### config.mk
export PLATFORM = sky130hd
export DESIGN_NAME = centroid_update_flat
export DESIGN_NICKNAME = d
export VERILOG_FILES = /design/src/rtl/centroid_update_if.sv /design/src/rtl/centroid_update.sv /design/src/flat_wrapper.sv
export SDC_FILE = /design/constraint.sdc
export NUM_CORES = 1
export LEC_CHECK = 0
export CORE_MARGIN = 5
export CORE_UTILIZATION = 45
export DETAILED_ROUTE_END_ITERATION = 10
export PLACE_DENSITY = 0.75
export SYNTH_ARGS = -nofsm -noshare
export SYNTH_HDL_FRONTEND = slang
export SYNTH_SLANG_ARGS = --single-unit
export TNS_END_PERCENT = 100
### constraint.sdc
create_clock -name clk -period 8.1 [get_ports clk]
set_input_delay 2.43 -clock clk [delete_from_list [all_inputs] [get_ports clk]]
set_output_delay 2.43 -clock clk [all_outputs]
set_load 0.02 [all_outputs]
### src/rtl/centroid_update_if.sv
// Bundle of the control handshake and data buses for centroid_update.
// The master side (the requester) drives start, current centroids, sums and counts.
// The slave side (centroid_update) returns updated centroids, status and flags.
interface centroid_update_if #(
    parameter int SUM_W = 12,
    parameter int CNT_W = 8
);
    logic             start;
    logic             busy;
    logic             done;
    logic             converged;
    logic [2:0]       empty_mask;
    logic [15:0]      cen_in0, cen_in1, cen_in2;
    logic [15:0]      cen_out0, cen_out1, cen_out2;
    logic [SUM_W-1:0] sum_x0, sum_x1, sum_x2;
    logic [SUM_W-1:0] sum_y0, sum_y1, sum_y2;
    logic [CNT_W-1:0] cnt0, cnt1, cnt2;

    modport master (
        output start, cen_in0, cen_in1, cen_in2,
               sum_x0, sum_x1, sum_x2, sum_y0, sum_y1, sum_y2,
               cnt0, cnt1, cnt2,
        input  busy, done, converged, empty_mask,
               cen_out0, cen_out1, cen_out2
    );

    modport slave (
        input  start, cen_in0, cen_in1, cen_in2,
               sum_x0, sum_x1, sum_x2, sum_y0, sum_y1, sum_y2,
               cnt0, cnt1, cnt2,
        output busy, done, converged, empty_mask,
               cen_out0, cen_out1, cen_out2
    );
endinterface

### src/rtl/centroid_update.sv
// K-means centroid update for three 2-D clusters: new coordinate = sum / count,
// computed by one shared restoring divider, six divisions in sequence x0,y0,..,y2.
// Build option: define KMEAN_ROUND_EN for round-to-nearest division
// (sum + floor(cnt/2)) / cnt; otherwise the division truncates.
module centroid_update #(
    parameter int SUM_W = 12,
    parameter int CNT_W = 8
) (
    input  logic             clk,
    input  logic             reset,
    centroid_update_if.slave bus
);
    localparam logic [2:0] S_IDLE  = 3'd0;
    localparam logic [2:0] S_LOAD  = 3'd1;
    localparam logic [2:0] S_DIV   = 3'd2;
    localparam logic [2:0] S_STORE = 3'd3;
    localparam logic [2:0] S_DONE  = 3'd4;
    localparam int         BC_W    = $clog2(SUM_W + 1);

    logic [2:0]       state_q, state_d;
    logic [2:0]       idx_q;
    logic [BC_W-1:0]  bit_q;
    logic [CNT_W-1:0] rem_q;
    logic [SUM_W-1:0] dvd_q;
    logic [SUM_W:0]   quo_q;
    logic [47:0]      res_q, res_d;
    logic [15:0]      cin_q [3];
    logic [SUM_W-1:0] sx_q [3];
    logic [SUM_W-1:0] sy_q [3];
    logic [CNT_W-1:0] cnt_q [3];
    logic [15:0]      cen_out_q [3];
    logic             conv_q;
    logic [2:0]       empty_q;

    logic [CNT_W-1:0] cur_cnt, ncnt;
    logic [15:0]      cur_cin;
    logic [7:0]       cur_keep, st_val;
    logic [2:0]       nidx;
    logic [SUM_W-1:0] nsum;
    logic [SUM_W:0]   ndvd;
    logic [CNT_W:0]   init_r, step_r;
    logic             init_q, step_q;
    logic [CNT_W-1:0] init_rem, step_rem;
    logic [15:0]      new0, new1, new2;

    // Clamp a quotient to the 8-bit coordinate range.
    function automatic logic [7:0] sat8(input logic [SUM_W:0] q);
        if (q > (SUM_W + 1)'(255)) return 8'hFF;
        return q[7:0];
    endfunction

    // Operands of the division in progress; cnt=0 keeps the latched coordinate.
    always_comb begin
        cur_cnt = cnt_q[0];
        cur_cin = cin_q[0];
        case (idx_q[2:1])
            2'd1:    begin cur_cnt = cnt_q[1]; cur_cin = cin_q[1]; end
            2'd2:    begin cur_cnt = cnt_q[2]; cur_cin = cin_q[2]; end
            default: ;
        endcase
        cur_keep = idx_q[0] ? cur_cin[7:0] : cur_cin[15:8];
        st_val   = (cur_cnt == '0) ? cur_keep : sat8(quo_q);
        step_r   = {rem_q, dvd_q[SUM_W-1]};
        step_q   = (step_r >= {1'b0, cur_cnt});
        step_rem = step_q ? CNT_W'(step_r - {1'b0, cur_cnt}) : CNT_W'(step_r);
    end

    // Operands of the next division; the dividend MSB is resolved at setup so
    // the remaining SUM_W bits fit exactly SUM_W cycles even when rounding.
    always_comb begin
        nidx = idx_q + 3'd1;
        nsum = sx_q[0];
        ncnt = cnt_q[0];
        if (state_q == S_LOAD) begin
            nsum = bus.sum_x0;
            ncnt = bus.cnt0;
        end else begin
            case (nidx)
                3'd1:    begin nsum = sy_q[0]; ncnt = cnt_q[0]; end
                3'd2:    begin nsum = sx_q[1]; ncnt = cnt_q[1]; end
                3'd3:    begin nsum = sy_q[1]; ncnt = cnt_q[1]; end
                3'd4:    begin nsum = sx_q[2]; ncnt = cnt_q[2]; end
                3'd5:    begin nsum = sy_q[2]; ncnt = cnt_q[2]; end
                default: ;
            endcase
        end
`ifdef KMEAN_ROUND_EN
        ndvd = {1'b0, nsum} + (SUM_W + 1)'(ncnt >> 1);
`else
        ndvd = {1'b0, nsum};
`endif
        init_r   = {{CNT_W{1'b0}}, ndvd[SUM_W]};
        init_q   = (init_r >= {1'b0, ncnt});
        init_rem = init_q ? CNT_W'(init_r - {1'b0, ncnt}) : CNT_W'(init_r);
    end

    // Result buffer with the current quotient merged in, and the packed centroids.
    always_comb begin
        res_d = res_q;
        res_d[{idx_q, 3'b000} +: 8] = st_val;
        new0 = {res_d[7:0],   res_d[15:8]};
        new1 = {res_d[23:16], res_d[31:24]};
        new2 = {res_d[39:32], res_d[47:40]};
    end

    // Sequencer: IDLE -> LOAD -> (DIV x SUM_W, STORE) x 6 -> DONE -> IDLE.
    always_comb begin
        state_d = state_q;
        case (state_q)
            S_IDLE:  if (bus.start) state_d = S_LOAD;
            S_LOAD:  state_d = S_DIV;
            S_DIV:   if (bit_q == '0) state_d = S_STORE;
            S_STORE: state_d = (idx_q == 3'd5) ? S_DONE : S_DIV;
            S_DONE:  state_d = S_IDLE;
            default: state_d = S_IDLE;
        endcase
    end

    // State, operand latches, divider datapath and published results.
    always_ff @(posedge clk) begin
        if (reset) begin
            state_q <= S_IDLE;
            idx_q   <= '0;
            bit_q   <= '0;
            rem_q   <= '0;
            dvd_q   <= '0;
            quo_q   <= '0;
            res_q   <= '0;
            conv_q  <= 1'b0;
            empty_q <= '0;
            for (int k = 0; k < 3; k++) begin
                cin_q[k]     <= '0;
                sx_q[k]      <= '0;
                sy_q[k]      <= '0;
                cnt_q[k]     <= '0;
                cen_out_q[k] <= '0;
            end
        end else begin
            state_q <= state_d;
            case (state_q)
                S_LOAD: begin
                    cin_q[0] <= bus.cen_in0; cin_q[1] <= bus.cen_in1; cin_q[2] <= bus.cen_in2;
                    sx_q[0]  <= bus.sum_x0;  sx_q[1]  <= bus.sum_x1;  sx_q[2]  <= bus.sum_x2;
                    sy_q[0]  <= bus.sum_y0;  sy_q[1]  <= bus.sum_y1;  sy_q[2]  <= bus.sum_y2;
                    cnt_q[0] <= bus.cnt0;    cnt_q[1] <= bus.cnt1;    cnt_q[2] <= bus.cnt2;
                    idx_q    <= '0;
                    dvd_q    <= ndvd[SUM_W-1:0];
                    rem_q    <= init_rem;
                    quo_q    <= {{SUM_W{1'b0}}, init_q};
                    bit_q    <= BC_W'(SUM_W - 1);
                end
                S_DIV: begin
                    rem_q <= step_rem;
                    quo_q <= {quo_q[SUM_W-1:0], step_q};
                    dvd_q <= {dvd_q[SUM_W-2:0], 1'b0};
                    bit_q <= bit_q - 1'b1;
                end
                S_STORE: begin
                    res_q <= res_d;
                    if (idx_q == 3'd5) begin
                        cen_out_q[0] <= new0;
                        cen_out_q[1] <= new1;
                        cen_out_q[2] <= new2;
                        conv_q  <= (new0 == cin_q[0]) && (new1 == cin_q[1]) && (new2 == cin_q[2]);
                        empty_q <= {cnt_q[2] == '0, cnt_q[1] == '0, cnt_q[0] == '0};
                    end else begin
                        idx_q <= nidx;
                        dvd_q <= ndvd[SUM_W-1:0];
                        rem_q <= init_rem;
                        quo_q <= {{SUM_W{1'b0}}, init_q};
                        bit_q <= BC_W'(SUM_W - 1);
                    end
                end
                default: ;
            endcase
        end
    end

    assign bus.busy       = (state_q != S_IDLE);
    assign bus.done       = (state_q == S_DONE);
    assign bus.converged  = conv_q;
    assign bus.empty_mask = empty_q;
    assign bus.cen_out0   = cen_out_q[0];
    assign bus.cen_out1   = cen_out_q[1];
    assign bus.cen_out2   = cen_out_q[2];
endmodule

### src/flat_wrapper.sv
// flat-port wrapper written by rule: the top's interface ports become plain ports
module centroid_update_flat 
#(
    parameter int SUM_W = 12,
    parameter int CNT_W = 8
)
  (clk, reset, bus_start, bus_cen_in0, bus_cen_in1, bus_cen_in2, bus_sum_x0, bus_sum_x1, bus_sum_x2, bus_sum_y0, bus_sum_y1, bus_sum_y2, bus_cnt0, bus_cnt1, bus_cnt2, bus_busy, bus_done, bus_converged, bus_empty_mask, bus_cen_out0, bus_cen_out1, bus_cen_out2);
  centroid_update_if #(.SUM_W(SUM_W), .CNT_W(CNT_W)) bus_i ();
  input  logic clk;
  input  logic reset;
  input wire logic [$bits(bus_i.start)-1:0] bus_start;
  input wire logic [$bits(bus_i.cen_in0)-1:0] bus_cen_in0;
  input wire logic [$bits(bus_i.cen_in1)-1:0] bus_cen_in1;
  input wire logic [$bits(bus_i.cen_in2)-1:0] bus_cen_in2;
  input wire logic [$bits(bus_i.sum_x0)-1:0] bus_sum_x0;
  input wire logic [$bits(bus_i.sum_x1)-1:0] bus_sum_x1;
  input wire logic [$bits(bus_i.sum_x2)-1:0] bus_sum_x2;
  input wire logic [$bits(bus_i.sum_y0)-1:0] bus_sum_y0;
  input wire logic [$bits(bus_i.sum_y1)-1:0] bus_sum_y1;
  input wire logic [$bits(bus_i.sum_y2)-1:0] bus_sum_y2;
  input wire logic [$bits(bus_i.cnt0)-1:0] bus_cnt0;
  input wire logic [$bits(bus_i.cnt1)-1:0] bus_cnt1;
  input wire logic [$bits(bus_i.cnt2)-1:0] bus_cnt2;
  output wire logic [$bits(bus_i.busy)-1:0] bus_busy;
  output wire logic [$bits(bus_i.done)-1:0] bus_done;
  output wire logic [$bits(bus_i.converged)-1:0] bus_converged;
  output wire logic [$bits(bus_i.empty_mask)-1:0] bus_empty_mask;
  output wire logic [$bits(bus_i.cen_out0)-1:0] bus_cen_out0;
  output wire logic [$bits(bus_i.cen_out1)-1:0] bus_cen_out1;
  output wire logic [$bits(bus_i.cen_out2)-1:0] bus_cen_out2;
  assign bus_i.start = bus_start;
  assign bus_i.cen_in0 = bus_cen_in0;
  assign bus_i.cen_in1 = bus_cen_in1;
  assign bus_i.cen_in2 = bus_cen_in2;
  assign bus_i.sum_x0 = bus_sum_x0;
  assign bus_i.sum_x1 = bus_sum_x1;
  assign bus_i.sum_x2 = bus_sum_x2;
  assign bus_i.sum_y0 = bus_sum_y0;
  assign bus_i.sum_y1 = bus_sum_y1;
  assign bus_i.sum_y2 = bus_sum_y2;
  assign bus_i.cnt0 = bus_cnt0;
  assign bus_i.cnt1 = bus_cnt1;
  assign bus_i.cnt2 = bus_cnt2;
  assign bus_busy = bus_i.busy;
  assign bus_done = bus_i.done;
  assign bus_converged = bus_i.converged;
  assign bus_empty_mask = bus_i.empty_mask;
  assign bus_cen_out0 = bus_i.cen_out0;
  assign bus_cen_out1 = bus_i.cen_out1;
  assign bus_cen_out2 = bus_i.cen_out2;
  centroid_update #(.SUM_W(SUM_W), .CNT_W(CNT_W)) u_core (.clk(clk), .reset(reset), .bus(bus_i));
endmodule
==> out/results.tsv <==
metric	value	unit
status	complete, no violations	
slew-limit-headroom	0.2250	
seq_area_frac_synth	0.5230	
final_net_count	1798	
viasPerCell	5.879	
hold_path.class	flop to flop	
critPathMaxStageDelay	0.57	ns
clk_pin_slew	0.07	ns
vias	12290	
synth_edf_count	192	
io_pins	201	
crit_type	input port to flop	
place_area	0.01704	mm2
grt.total_usage	0.2449	
synth_area_per_cell	9.979	um2
stdcell_area	0.01806	mm2
yosysTopAreaCell	edfxtp_1	
regToRegSetupSlack	3.00	ns
cts_resized	0	
cts_hold_buf	0	
finalCritPeriodShare	0.6619	
total_power	3.649	mW
post_drt_wl_per_cell	21.95	um
postCtsSetupBuffers	0	
fin_setup_tns	0	ns
synthCells	1469	
grt_pass1_wl	69700	um
drive_above_1_share	0.06004	
ys_warn_count	0	
firstDrtPassIters	6	
worstPathMaxFanout	50	
leakage	6.310	nW
cts_htree_levels	1	
place_congestion	1.009	
path_cells	buf_2 -> buf_4 -> or3_1 -> buf_4 -> or4_1 -> or4b_1 -> or4_1 -> nor4_1 -> nand4_1 -> o31ai_2	
synth_cell_types	76	
synth_seq_cells	287	
numCtsBuffers	28	
power_frac_seq	0.477	
fp-row-count	66	
p_per_area	202.1	mW/mm2
tritoncts	yes	
switchingPower	925.7	uW
rsz0062_at_grt	false	
maxCapViolCount	0	
fp.dieH	190.5	um
synthTopCellsByArea	edfxtp_1 39%, dfxtp_1 13%, and2_1 6.8%	
slew_viol_final	0	
finalCriticalPeriod	5.362	ns
clockBufferDepth	3	
setup_viol	0	
design.core.area	0.03237	mm2
port-buffer-count	200	
syn_area	0.01466	mm2
endpoint_kind	flop	
fmax	186.5	MHz
antenna_cells	0	
clock-sinks	287	
first_global_vias	11610	
p_int	2.724	mW
yosysTopAreaCellShare	0.3933	
drc	0	
antenna_found_initial	0	
area_growth	23.18	%
power_frac_clock	0.389	
combPwrFrac	0.134	
ys_async_sr_fraction	0	
swShare	0.2537	
grt_start_max_net_pins	145	
die_w	190.5	um
ys.flop_type	edfxtp_1	
clock_latency	0.57	ns
worstPathRequired	8.59	ns
dp_hpwl	33870	um
hold_viol_final	0	
dieArea	0.03628	mm2
multiInputGateArea	0.006494	mm2
overflow	0	
start_util	0.4528	
synth_nets	1639	
cp-start-kind	input port	
antenna_left	0	
skew	0.01721	ns
wl	45890	um
worst_path_max_delay_cell	or4_1	
worst_pin_slew	1.163	ns
regArea	0.007667	mm2
ir_worst_vdd	0.1353	mV
initialDrtViolationCount	1224	
root_buffer	clkbuf_16	
final.fill_count	2823	
final_core_util	0.5578	
arrival	5.85	ns
[worst max-delay path: cells and delay by family]
family	cells	cell delay (ns)
AND/OR/NAND/NOR	6	2.51
AO/OA/AOI/OAI	1	0.19
buffers and inverters	3	0.68
[metrics by stage]
| step | hold WS, ns | setup slack (ns) | cells |
|---|---|---|---|
| 2_1_floorplan | 0.4368 | 1.169 | 1469 |
| 3_3_place_gp | 0.4456 | 2.253 | 2040 |
| 3_5_place_dp | 0.4513 | 2.182 | 2040 |
| 4_1_cts | 0.4605 | 2.785 | 2091 |
| 5_1_grt | 0.4937 | 2.564 | 2091 |
| 6_report | 0.4591 | 2.738 | 2091 |
[layer usage]
metal | track usage | wire length (um) | up-vias
met2 | 0.3806 | 20470 | 628
met5 | 0 | 0 | -
met4 | 0.05608 | 1117 | 0
li1 | - | - | 5701
met3 | 0.03918 | 4154 | 87
met1 | 0.3627 | 20150 | 5876
[final cells by class]
class                   count  share of cell area
inverters                  41            0.008523
clock inverters            14             0.01060
clock buffers              37             0.04587
well taps                 442             0.03063
flip-flops and latches    287              0.4246
repair buffers            223              0.1201
multi-input cells        1047              0.3596
[cells in the mapped netlist (all sizes together), types with 4 or more instances]
| cell type | n |
|---|---|
| edfxtp | 192 |
| and2 | 162 |
| nand2 | 155 |
| nor2 | 118 |
| a21oi | 95 |
| dfxtp | 95 |
| clkbuf | 81 |
| a22oi | 54 |
| inv | 41 |
| o21ai | 35 |
| nand3 | 33 |
| nor3 | 30 |
| a211oi | 28 |
| mux2i | 25 |
| xnor2 | 24 |
| ha | 22 |
| o22ai | 21 |
| mux2 | 17 |
| a221oi | 16 |
| a31oi | 16 |
| and3 | 16 |
| xor2 | 16 |
| nand4 | 15 |
| nor4 | 15 |
| buf | 13 |
| a22o | 11 |
| nand2b | 11 |
| o211ai | 10 |
| nor2b | 8 |
| a21boi | 6 |
| and4 | 6 |
| a32o | 5 |
| a32oi | 5 |
| o31ai | 5 |
| or3 | 5 |
| or4 | 5 |
| a2111oi | 4 |
| a21o | 4 |
| a222oi | 4 |
| nand3b | 4 |
| or2 | 4 |
[power by group through the flow]
stage / clock network (mW) / registers [mW] / logic [mW]
floorplan: 0 / 1.75 / 0.287
global placement: 0 / 1.77 / 0.474
detailed placement: 0 / 1.77 / 0.481
CTS: 1.44 / 1.74 / 0.484
global route: 1.50 / 1.75 / 0.530
finish: 1.42 / 1.74 / 0.488
[sequential cells by signal, summed over array words and instances, names as in the netlist, 4 cells and up]
signal	cells
u_core.quo_q	13
u_core.cen_out_q	48
u_core.dvd_q	12
u_core.rem_q	8
u_core.cnt_q	24
u_core.sy_q	36
u_core.bit_q	4
u_core.cin_q	48
u_core.sx_q	36
u_core.res_q	48
[layout by cell type, fill, tap and decap left out, types with 28 or more instances in the layout]
cell | netlist | final
a211oi_1 | 28 | 28
a21oi_1 | 95 | 95
a22oi_1 | 54 | 54
and2_1 | 159 | 159
clkbuf_16 | 0 | 31
clkdlybuf4s50_1 | 0 | 199
dfxtp_1 | 95 | 95
edfxtp_1 | 192 | 192
inv_1 | 41 | 41
nand2_1 | 155 | 155
nand3_1 | 33 | 33
nor2_1 | 118 | 117
nor3_1 | 29 | 28
o21ai_0 | 30 | 30
[worst paths after layout]
check / startpoint / cells after the start / end
worst min-delay path: u_core.res_q[42] / 2 / u_core.res_q[42]
worst max register to register: u_core.idx_q[0] / 13 / u_core.bus.converged
worst max-delay path: reset / 10 / u_core.bus.converged
worst min register to register: u_core.res_q[42] / 2 / u_core.res_q[42]
[kinds of logic after synthesis]
family                     after synthesis  synth area share
xor gates and xnor gates                40           0.02390
adders and majority gates               23           0.02014
AOI/OAI and AO/OA                      346            0.1602
DFF                                    287            0.5230
buffers and inverters                  135           0.03551
muxes                                   42           0.03013
and+or+nand+nor                        596            0.2071
(Power assumes the default switching activity.)
